### src/rtl/qos_tx_ctrl_pkg.sv
// Shared widths, FSM encoding and slot payload for the qos transmit controller.
package qos_tx_ctrl_pkg;

    localparam int unsigned DATA_WIDTH     = 4;
    localparam int unsigned QUEUE_QUANTITY = 4;
    localparam int unsigned VC_WIDTH       = 2;
    localparam int unsigned CNT_WIDTH      = 8;

    typedef enum logic [1:0] {
        WAIT_INIT = 2'd0,
        ACTIVE    = 2'd1,
        FLUSH     = 2'd2
    } state_t;

    typedef struct packed {
        logic                  full;
        logic [DATA_WIDTH-1:0] data;
    } slot_t;

endpackage

### src/rtl/qos_tx_ctrl_rr.sv
// Four-way round-robin arbiter: first eligible VC at or after the pointer, modulo 4.
module qos_tx_ctrl_rr
    import qos_tx_ctrl_pkg::*;
(
    input  logic [QUEUE_QUANTITY-1:0] eligible,
    input  logic [VC_WIDTH-1:0]       ptr,
    output logic [VC_WIDTH-1:0]       grant,
    output logic                      valid
);

    logic [VC_WIDTH-1:0] idx;

    always_comb begin
        grant = '0;
        valid = 1'b0;
        idx   = '0;
        for (int unsigned i = 0; i < QUEUE_QUANTITY; i++) begin
            idx = ptr + VC_WIDTH'(i);
            if (!valid && eligible[idx]) begin
                valid = 1'b1;
                grant = idx;
            end
        end
    end

endmodule

### src/rtl/qos_tx_ctrl.sv
// Transmit controller: one holding slot per VC, pause/overflow tracking and
// round-robin emission of one word per cycle towards the qos block.
module qos_tx_ctrl
    import qos_tx_ctrl_pkg::*;
(
    input  logic                      clk,
    input  logic                      rst,
    input  logic                      enb,
    input  logic                      init,
    input  logic [DATA_WIDTH-1:0]     req_data,
    input  logic [VC_WIDTH-1:0]       req_vc,
    input  logic                      req_valid,
    output logic                      req_ready,
    input  logic [QUEUE_QUANTITY-1:0] pausa_qos,
    input  logic [QUEUE_QUANTITY-1:0] continue_qos,
    input  logic [QUEUE_QUANTITY-1:0] error_full_qos,
    input  logic                      idle_qos,
    output logic [DATA_WIDTH-1:0]     data_out,
    output logic [VC_WIDTH-1:0]       vc_id_out,
    output logic                      wr_out,
    output logic [QUEUE_QUANTITY-1:0] paused,
    output logic [QUEUE_QUANTITY-1:0] err_sticky,
    output logic [CNT_WIDTH-1:0]      sent_count,
    output logic                      idle_tx
);

    state_t                    state;
    state_t                    state_next;
    logic                      run;
    logic                      clear;
    slot_t                     slots [QUEUE_QUANTITY];
    logic [QUEUE_QUANTITY-1:0] eligible;
    logic                      any_full;
    logic [VC_WIDTH-1:0]       rr_ptr;
    logic [VC_WIDTH-1:0]       gnt;
    logic                      gnt_valid;

    always_ff @(posedge clk or posedge rst) begin
        if (rst) state <= WAIT_INIT;
        else     state <= state_next;
    end

    // init takes priority over arbitration; FLUSH spends one enabled cycle clearing.
    always_comb begin
        state_next = state;
        run        = 1'b0;
        clear      = 1'b0;
        case (state)
            WAIT_INIT: if (enb && init) state_next = ACTIVE;
            ACTIVE: begin
                if (enb) begin
                    if (init) state_next = FLUSH;
                    else      run = 1'b1;
                end
            end
            FLUSH: begin
                if (enb) begin
                    clear      = 1'b1;
                    state_next = ACTIVE;
                end
            end
            default: state_next = WAIT_INIT;
        endcase
    end

    always_comb begin
        eligible = '0;
        any_full = 1'b0;
        for (int unsigned i = 0; i < QUEUE_QUANTITY; i++) begin
            eligible[i] = slots[i].full && !paused[i];
            any_full    = any_full | slots[i].full;
        end
    end

    assign req_ready = enb && (state == ACTIVE) && !slots[req_vc].full;
    assign idle_tx   = !any_full && !wr_out && idle_qos;

    qos_tx_ctrl_rr u_rr (
        .eligible (eligible),
        .ptr      (rr_ptr),
        .grant    (gnt),
        .valid    (gnt_valid)
    );

    // Granted and refilled slots are disjoint: a full slot never shows req_ready.
    always_ff @(posedge clk or posedge rst) begin
        if (rst) begin
            for (int unsigned i = 0; i < QUEUE_QUANTITY; i++) slots[i] <= '0;
            paused     <= '0;
            err_sticky <= '0;
            rr_ptr     <= '0;
            data_out   <= '0;
            vc_id_out  <= '0;
            wr_out     <= 1'b0;
            sent_count <= '0;
        end else if (clear) begin
            for (int unsigned i = 0; i < QUEUE_QUANTITY; i++) slots[i] <= '0;
            paused     <= '0;
            err_sticky <= '0;
            rr_ptr     <= '0;
            wr_out     <= 1'b0;
            sent_count <= '0;
        end else if (run) begin
            paused     <= pausa_qos | (paused & ~continue_qos);
            err_sticky <= err_sticky | error_full_qos;
            wr_out     <= gnt_valid;
            if (gnt_valid) begin
                slots[gnt].full <= 1'b0;
                data_out        <= slots[gnt].data;
                vc_id_out       <= gnt;
                rr_ptr          <= gnt + VC_WIDTH'(1);
                sent_count      <= sent_count + CNT_WIDTH'(1);
            end
            if (req_valid && req_ready) begin
                slots[req_vc] <= '{full: 1'b1, data: req_data};
            end
        end else begin
            wr_out <= 1'b0;
        end
    end

endmodule

### config.mk
export PLATFORM = sky130hd
export DESIGN_NAME = qos_tx_ctrl
export DESIGN_NICKNAME = d
export VERILOG_FILES = /design/src/rtl/qos_tx_ctrl_pkg.sv /design/src/rtl/qos_tx_ctrl_rr.sv /design/src/rtl/qos_tx_ctrl.sv
export SDC_FILE = /design/constraint.sdc
export NUM_CORES = 1
export LEC_CHECK = 0
export ABC_AREA = 1
export BUFFER_PORTS_ARGS = -buffer_cell sky130_fd_sc_hd__buf_2
export CORE_MARGIN = 5
export CORE_UTILIZATION = 45
export CTS_BUF_LIST = sky130_fd_sc_hd__clkbuf_16
export DETAILED_ROUTE_END_ITERATION = 10
export PLACE_DENSITY = 0.75
export SYNTH_ARGS = -nofsm -noshare
export SYNTH_HDL_FRONTEND = slang
export SYNTH_SLANG_ARGS = --single-unit
### constraint.sdc
create_clock -name clk -period 2.3 [get_ports clk]
set_clock_uncertainty 0.1 [all_clocks]
set_input_delay 0.345 -clock clk [delete_from_list [all_inputs] [get_ports clk]]
set_output_delay 0.345 -clock clk [all_outputs]
set_load 0.01 [all_outputs]
==> results of run 1 <==
==> worst max-delay path: stages (launching register included) <==
cell and delay, ps:
dfrtp_1 590, inv_8 80, nand3_2 110, nand3_1 100
nand2_2 160, nand4_4 180, nand3_4 240, nand2_1 120
a21oi_1 150, o21ai_1 70
==> cells in the final DEF, fill, tap and decap left out, types with 3 or more instances in the layout <==
cell / count
nand4_1: 3
xor2_1: 3
nand2_4: 4
a21oi_1: 10
nand3_2: 9
buf_2: 48
dfrtp_1: 47
buf_4: 3
o21ai_0: 21
nand2_1: 69
nand2_2: 7
o22ai_1: 8
clkbuf_16: 5
o211ai_1: 4
inv_2: 5
nand3_1: 36
o21ai_1: 10
inv_1: 31
nor2_1: 18
==> report_power, final <==
| part | switching, mW | leakage [nW] | internal [mW] |
|---|---|---|---|
| Sequential | 0.264 | 0.605 | 1.15 |
| Clock | 0.304 | 0.0900 | 0.622 |
| Combinational | 1.26 | 0.864 | 0.672 |
==> layer usage <==
layer  global-route usage (%)  vias to the layer above  share of wire [%]
met5                        0                        -                  0
met4                     4.89                        0                1.0
met3                     2.91                        5                4.7
met2                     30.7                       50                 51
met1                     20.1                     1091                 43
li1                         -                     1131                  -
==> kinds of logic (layout without fill, tap and decap cells) <==
| logic type | Yosys count | after routing | share of synthesized area [%] |
|---|---|---|---|
| AO/OA/AOI/OAI | 60 | 60 | 13.6 |
| XOR/XNOR | 3 | 3 | 1.04 |
| adder cells (fa/ha/maj) | 1 | 1 | 0.494 |
| buffers and inverters | 44 | 97 | 7.51 |
| flip-flops | 47 | 47 | 46.5 |
| AND/OR/NAND/NOR | 153 | 153 | 30.9 |
==> how the worst max path moves through the flow <==
stage / start / end / slack (ps)
finish: rr_ptr[0]$_DFFE_PP0P_ / slots[9]$_DFFE_PP0P_ / 260
global route: rr_ptr[0]$_DFFE_PP0P_ / data_out[0]$_DFFE_PP0P_ / 30
CTS: rr_ptr[0]$_DFFE_PP0P_ / rr_ptr[1]$_DFFE_PP0P_ / 260
detailed placement: rr_ptr[0]$_DFFE_PP0P_ / data_out[2]$_DFFE_PP0P_ / 280
global placement: rr_ptr[0]$_DFFE_PP0P_ / data_out[0]$_DFFE_PP0P_ / 320
floorplan: rr_ptr[0]$_DFFE_PP0P_ / data_out[0]$_DFFE_PP0P_ / 550
==> flip-flops by register name (all words and copies together), names as in the netlist <==
register and flops:
rr_ptr 2, sent_count 8, wr_out 1, data_out 4
state 2, err_sticky 4, vc_id_out 2, paused 4
slots 20
==> area by class of cell <==
| class | instances | share of cell area [%] |
|---|---|---|
| clock inverter | 3 | 2.22 |
| tap | 72 | 2.97 |
| clock buffer | 5 | 4.12 |
| timing repair buffer | 51 | 8.65 |
| sequential | 47 | 38.7 |
| inverter | 38 | 4.94 |
| multi-input combinational | 217 | 38.4 |
==> stage by stage <==
step | setup WS (ps) | instance area (um2) | util (%) | total power [mW]
final | 263 | 3040 | 55.5 | 4.27
after global routing | 34.4 | 3040 | 55.5 | 4.60
after CTS | 264 | 3040 | 55.5 | 4.30
after detailed placement | 275 | 2840 | 52.0 | 3.35
after global placement | 319 | 2840 | 52.0 | 3.31
after floorplan | 549 | 2530 | - | 2.88
==> impl_metrics.toml, run 1 <==
[outcome]
status = "finished, final reports clean"

[synthesis]
ys.flop_type = "dfrtp_1"
ys_seq_area_share_pct = 46.5
ys_top_cells_by_count = "nand2_1 (69), dfrtp_1 (47), nand3_1 (36)"
async_reset_ff_share_pct = 100
syn_inst = 308
yosysMostFrequentCell = "nand2_1"
synth_edf_count = 0
synthTopCellsByArea = "dfrtp_1 (46%), nand2_1 (10%), nand3_1 (7.1%)"
yosysTopAreaCellShare_pct = 46.5
syn-cell-area_um2 = 2530
ys_seq_elements = 47
syn_avg_cell_area_um2 = 8.22
syn_nets = 333
ys_warn_count = 0
yosysTopAreaCell = "dfrtp_1"
ys_types = 33

[timing]
timing.hold.ws_ps = 92.8
setup_violations = 0
period_share_pct = 88.6
fin_crit_ps = 2040
drv_slew = 0
timing.fmax_mhz = 491
setup_tns_ps = 0
rsz0062_at_grt = "false"
worstMarginPinSlew_ps = 599
slew_headroom_pct = 60.0
finalHoldViolCount = 0

[route]
ant_nets = 0
wl_per_cell_um = 13.6
via_count = 2277
drt-initial-drc-count = 146
routed_wl_um = 5890
drtPass1Iterations = 4
drc_errors = 0
viasPerCell = 5.26

[flow_run]
drv_cap = 0

[global_route]
grt_pass1_vias = 2246
grt_use_total_pct = 16.8
grt_max_degree = 48
grt_overflow = 0
grt_pass1_wl_um = 9960
antenna_found_initial = 0

[die]
die_y_um = 85
die_area_um2 = 7230
fp-row-count = 27
core_um2 = 5470
start_util_pct = 46.3
io_pins = 49
die_w_um = 85

[worst_setup_path]
worstSetupPathType = "flip-flop to flip-flop"
setup.worst_path.start_class = "flip-flop"
arrival_ps = 2100
cp_max_fo = 17
reg2reg_to = "slots[9]$_DFFE_PP0P_"
reg2reg_slack_ps = 260
critPathCaptureType = "flip-flop"
r2r_start = "rr_ptr[0]$_DFFE_PP0P_"
crit_required_ps = 2360
r2r_cells = 9

[final_layout]
layout-drive-gt1-share_pct = 25.8
multi_input_area_um2 = 1160
final-seq-area_um2 = 1180
layout.cells.non_filler = 433
synthToLayoutAreaGrowth_pct = 20.0
nFillCells = 530
nets = 385
n_antenna_cell = 0

[clock_tree]
htreeDepth = 2
cts_tree = "built"
clockRootBuffer = "clkbuf_16"
post_cts_buffers = 0
clock_sinks = 47
cts.path.max_buffers = 2
clock_latency_ps = 290
cts-resized-gates = 0
cts_made_buffers = 5
clk_pin_slew_ps = 60
hold_buffers = 0

[power]
ir_worst_vdd_uv = 689
leakagePower_nw = 1.56
powerDensity_nw_per_um2 = 1410

[placement]
dpl.cell_count = 425
place_hpwl_um = 4290
place_congestion = 0.818
io_buffers = 48

[worst_hold_path]
min_path_type = "primary input to asynchronous set/reset pin"
(Power assumes the default switching activity.)
==> run 2: changes to the inputs <==
Clock period 2.3 ns to 1.9 ns, I/O delays scaled along.
==> impl_metrics.toml, run 2 (synthesis results as in run 1) <==
[timing]
fin_crit_ps = 2000
period_share_pct = 105
timing.fmax_mhz = 501
rsz0062_at_grt = "true"
slew_headroom_pct = 69.4
drv_slew = 0
layout_setup_ws_ps = -95.4
setup_violations = 8
worstMarginPinSlew_ps = 459
finalHoldViolCount = 0

[final_layout]
synthToLayoutAreaGrowth_pct = 31.1
final_common_cell = "nand2_1"
layout-drive-gt1-share_pct = 34.5
nets = 401
largest_register_ffs = 20
largest-register = "slots"
mostFrequentLayoutCells = "nand2_1 (62), buf_2 (48), dfrtp_1 (43)"
reg.largest.list = "slots: 20 flops, sent_count: 8 flops"
n_antenna_cell = 0

[global_route]
antenna_found_initial = 0
grt_max_degree = 48
grt_overflow = 0
grt_pass1_vias = 2267
grt_pass1_wl_um = 10400
grt_use_total_pct = 17.6

[worst_setup_path]
critPathCaptureType = "flip-flop"
setup.worst_path.start_class = "flip-flop"
worstSetupPathType = "flip-flop to flip-flop"
arrival_ps = 2120
cp_max_fo = 8
crit_required_ps = 2030

[die]
fp-row-count = 27
core_um2 = 5470
die_w_um = 85
die_area_um2 = 7230
start_util_pct = 46.3
die_y_um = 85
io_pins = 49

[route]
drc_errors = 0
drt-initial-drc-count = 196
ant_nets = 0
wl_per_cell_um = 14.9
routed_wl_um = 6710
drtPass1Iterations = 4
viasPerCell = 5.39
via_count = 2419

[clock_tree]
clk_pin_slew_ps = 60
cts_tree = "built"
clockRootBuffer = "clkbuf_16"
htreeDepth = 2
cts.path.max_buffers = 2
clock_latency_ps = 290
cts_made_buffers = 5
clock_sinks = 47

[power]
ir_worst_vdd_uv = 772
leakagePower_nw = 1.67
total_power_mw = 5.57
powerDensity_nw_per_um2 = 1680

[worst_hold_path]
min_path_type = "primary input to flip-flop"

[placement]
place_congestion = 0.863
place_hpwl_um = 4380
io_buffers = 48
dp_slack_ps = -116

[flow_run]
drv_cap = 0

[outcome]
failed_checks = "negative setup slack"
status = "finished, violations left"
==> run 2: cell types whose count changed in the layout (fill, tap and decap cells not counted), moves of 5 or more <==
cell and change:
buf_4 +7, nand2_1 -7, nand3_1 -7, nand3_4 +5
==> run 2: report_power, final <==
group	switching, mW	internal, mW
clock	0.358	0.476
combinational	1.89	1.12
sequential	0.330	1.40
==> run 2: through the flow <==
step                hold slack (ps)  utilization, %  area (um2)  cells  setup TNS, ps
floorplan                       294               -        2530    308              0
global placement                236            52.3        2860    426           -331
detailed placement              239            52.3        2860    426          -1110
CTS                             139            56.3        3080    440          -24.8
global route                    135            60.7        3320    449          -1420
finish                          136            60.7        3320    449           -290
==> run 2: final timing paths <==
| kind | start | endpoint | slack (ps) | cells past startpoint |
|---|---|---|---|---|
| worst max register to register | rr_ptr[0]$_DFFE_PP0P_ | data_out[2]$_DFFE_PP0P_ | -100 | 12 |
| worst max-delay path | rr_ptr[0]$_DFFE_PP0P_ | data_out[2]$_DFFE_PP0P_ | -100 | 12 |
| worst min register to register | vc_id_out[0]$_DFFE_PP0P_ | vc_id_out[0]$_DFFE_PP0P_ | 390 | 1 |
| worst min-delay path | pausa_qos[1] | paused[1]$_DFFE_PP0P_ | 140 | 3 |
| max in group asynchronous | rst | slots[14]$_DFFE_PP0P_ | 990 | 4 |
| min in group asynchronous | rst | err_sticky[0]$_DFFE_PP0P_ | 470 | 4 |
==> run 2: critical path, stage by stage, from the launching register on <==
cell and delay [ps]:
dfrtp_2 500, inv_8 120, nand2_4 60, nand2_4 100
nand3_2 70, nand2_2 110, nand4_4 270, buf_6 230
nand4_1 80, nand3_1 90, nand2_1 80, nand2_1 60
nand2_1 60
==> run 2: per-layer routing <==
metal  routed length [um]  part of all wire [%]  track usage, %
met2                 3420                    51            30.8
met1                 2710                    40            21.3
met5                    0                     0               0
met3                  442                   6.6            4.08
met4                  138                   2.1            5.76
==> run 2: repair_timing <==
item                                    4_1_cts  5_1_grt
endpoints found under the setup margin       14       30
gates cloned                                  1        2
hold buffers                                  1        0
buffers inserted                              4        7
pin swaps                                     2       14
gates resized for setup                       6       41
hold endpoints to repair                     47        0
==> run 2: final cells by class <==
cell class | count | area (um2)
fill | 475 | 2150
multi-input combinational | 220 | 1350
sequential | 47 | 1180
timing repair buffer | 64 | 399
inverter | 38 | 158
clock buffer | 5 | 125
tap | 72 | 90.1
clock inverter | 3 | 12.5
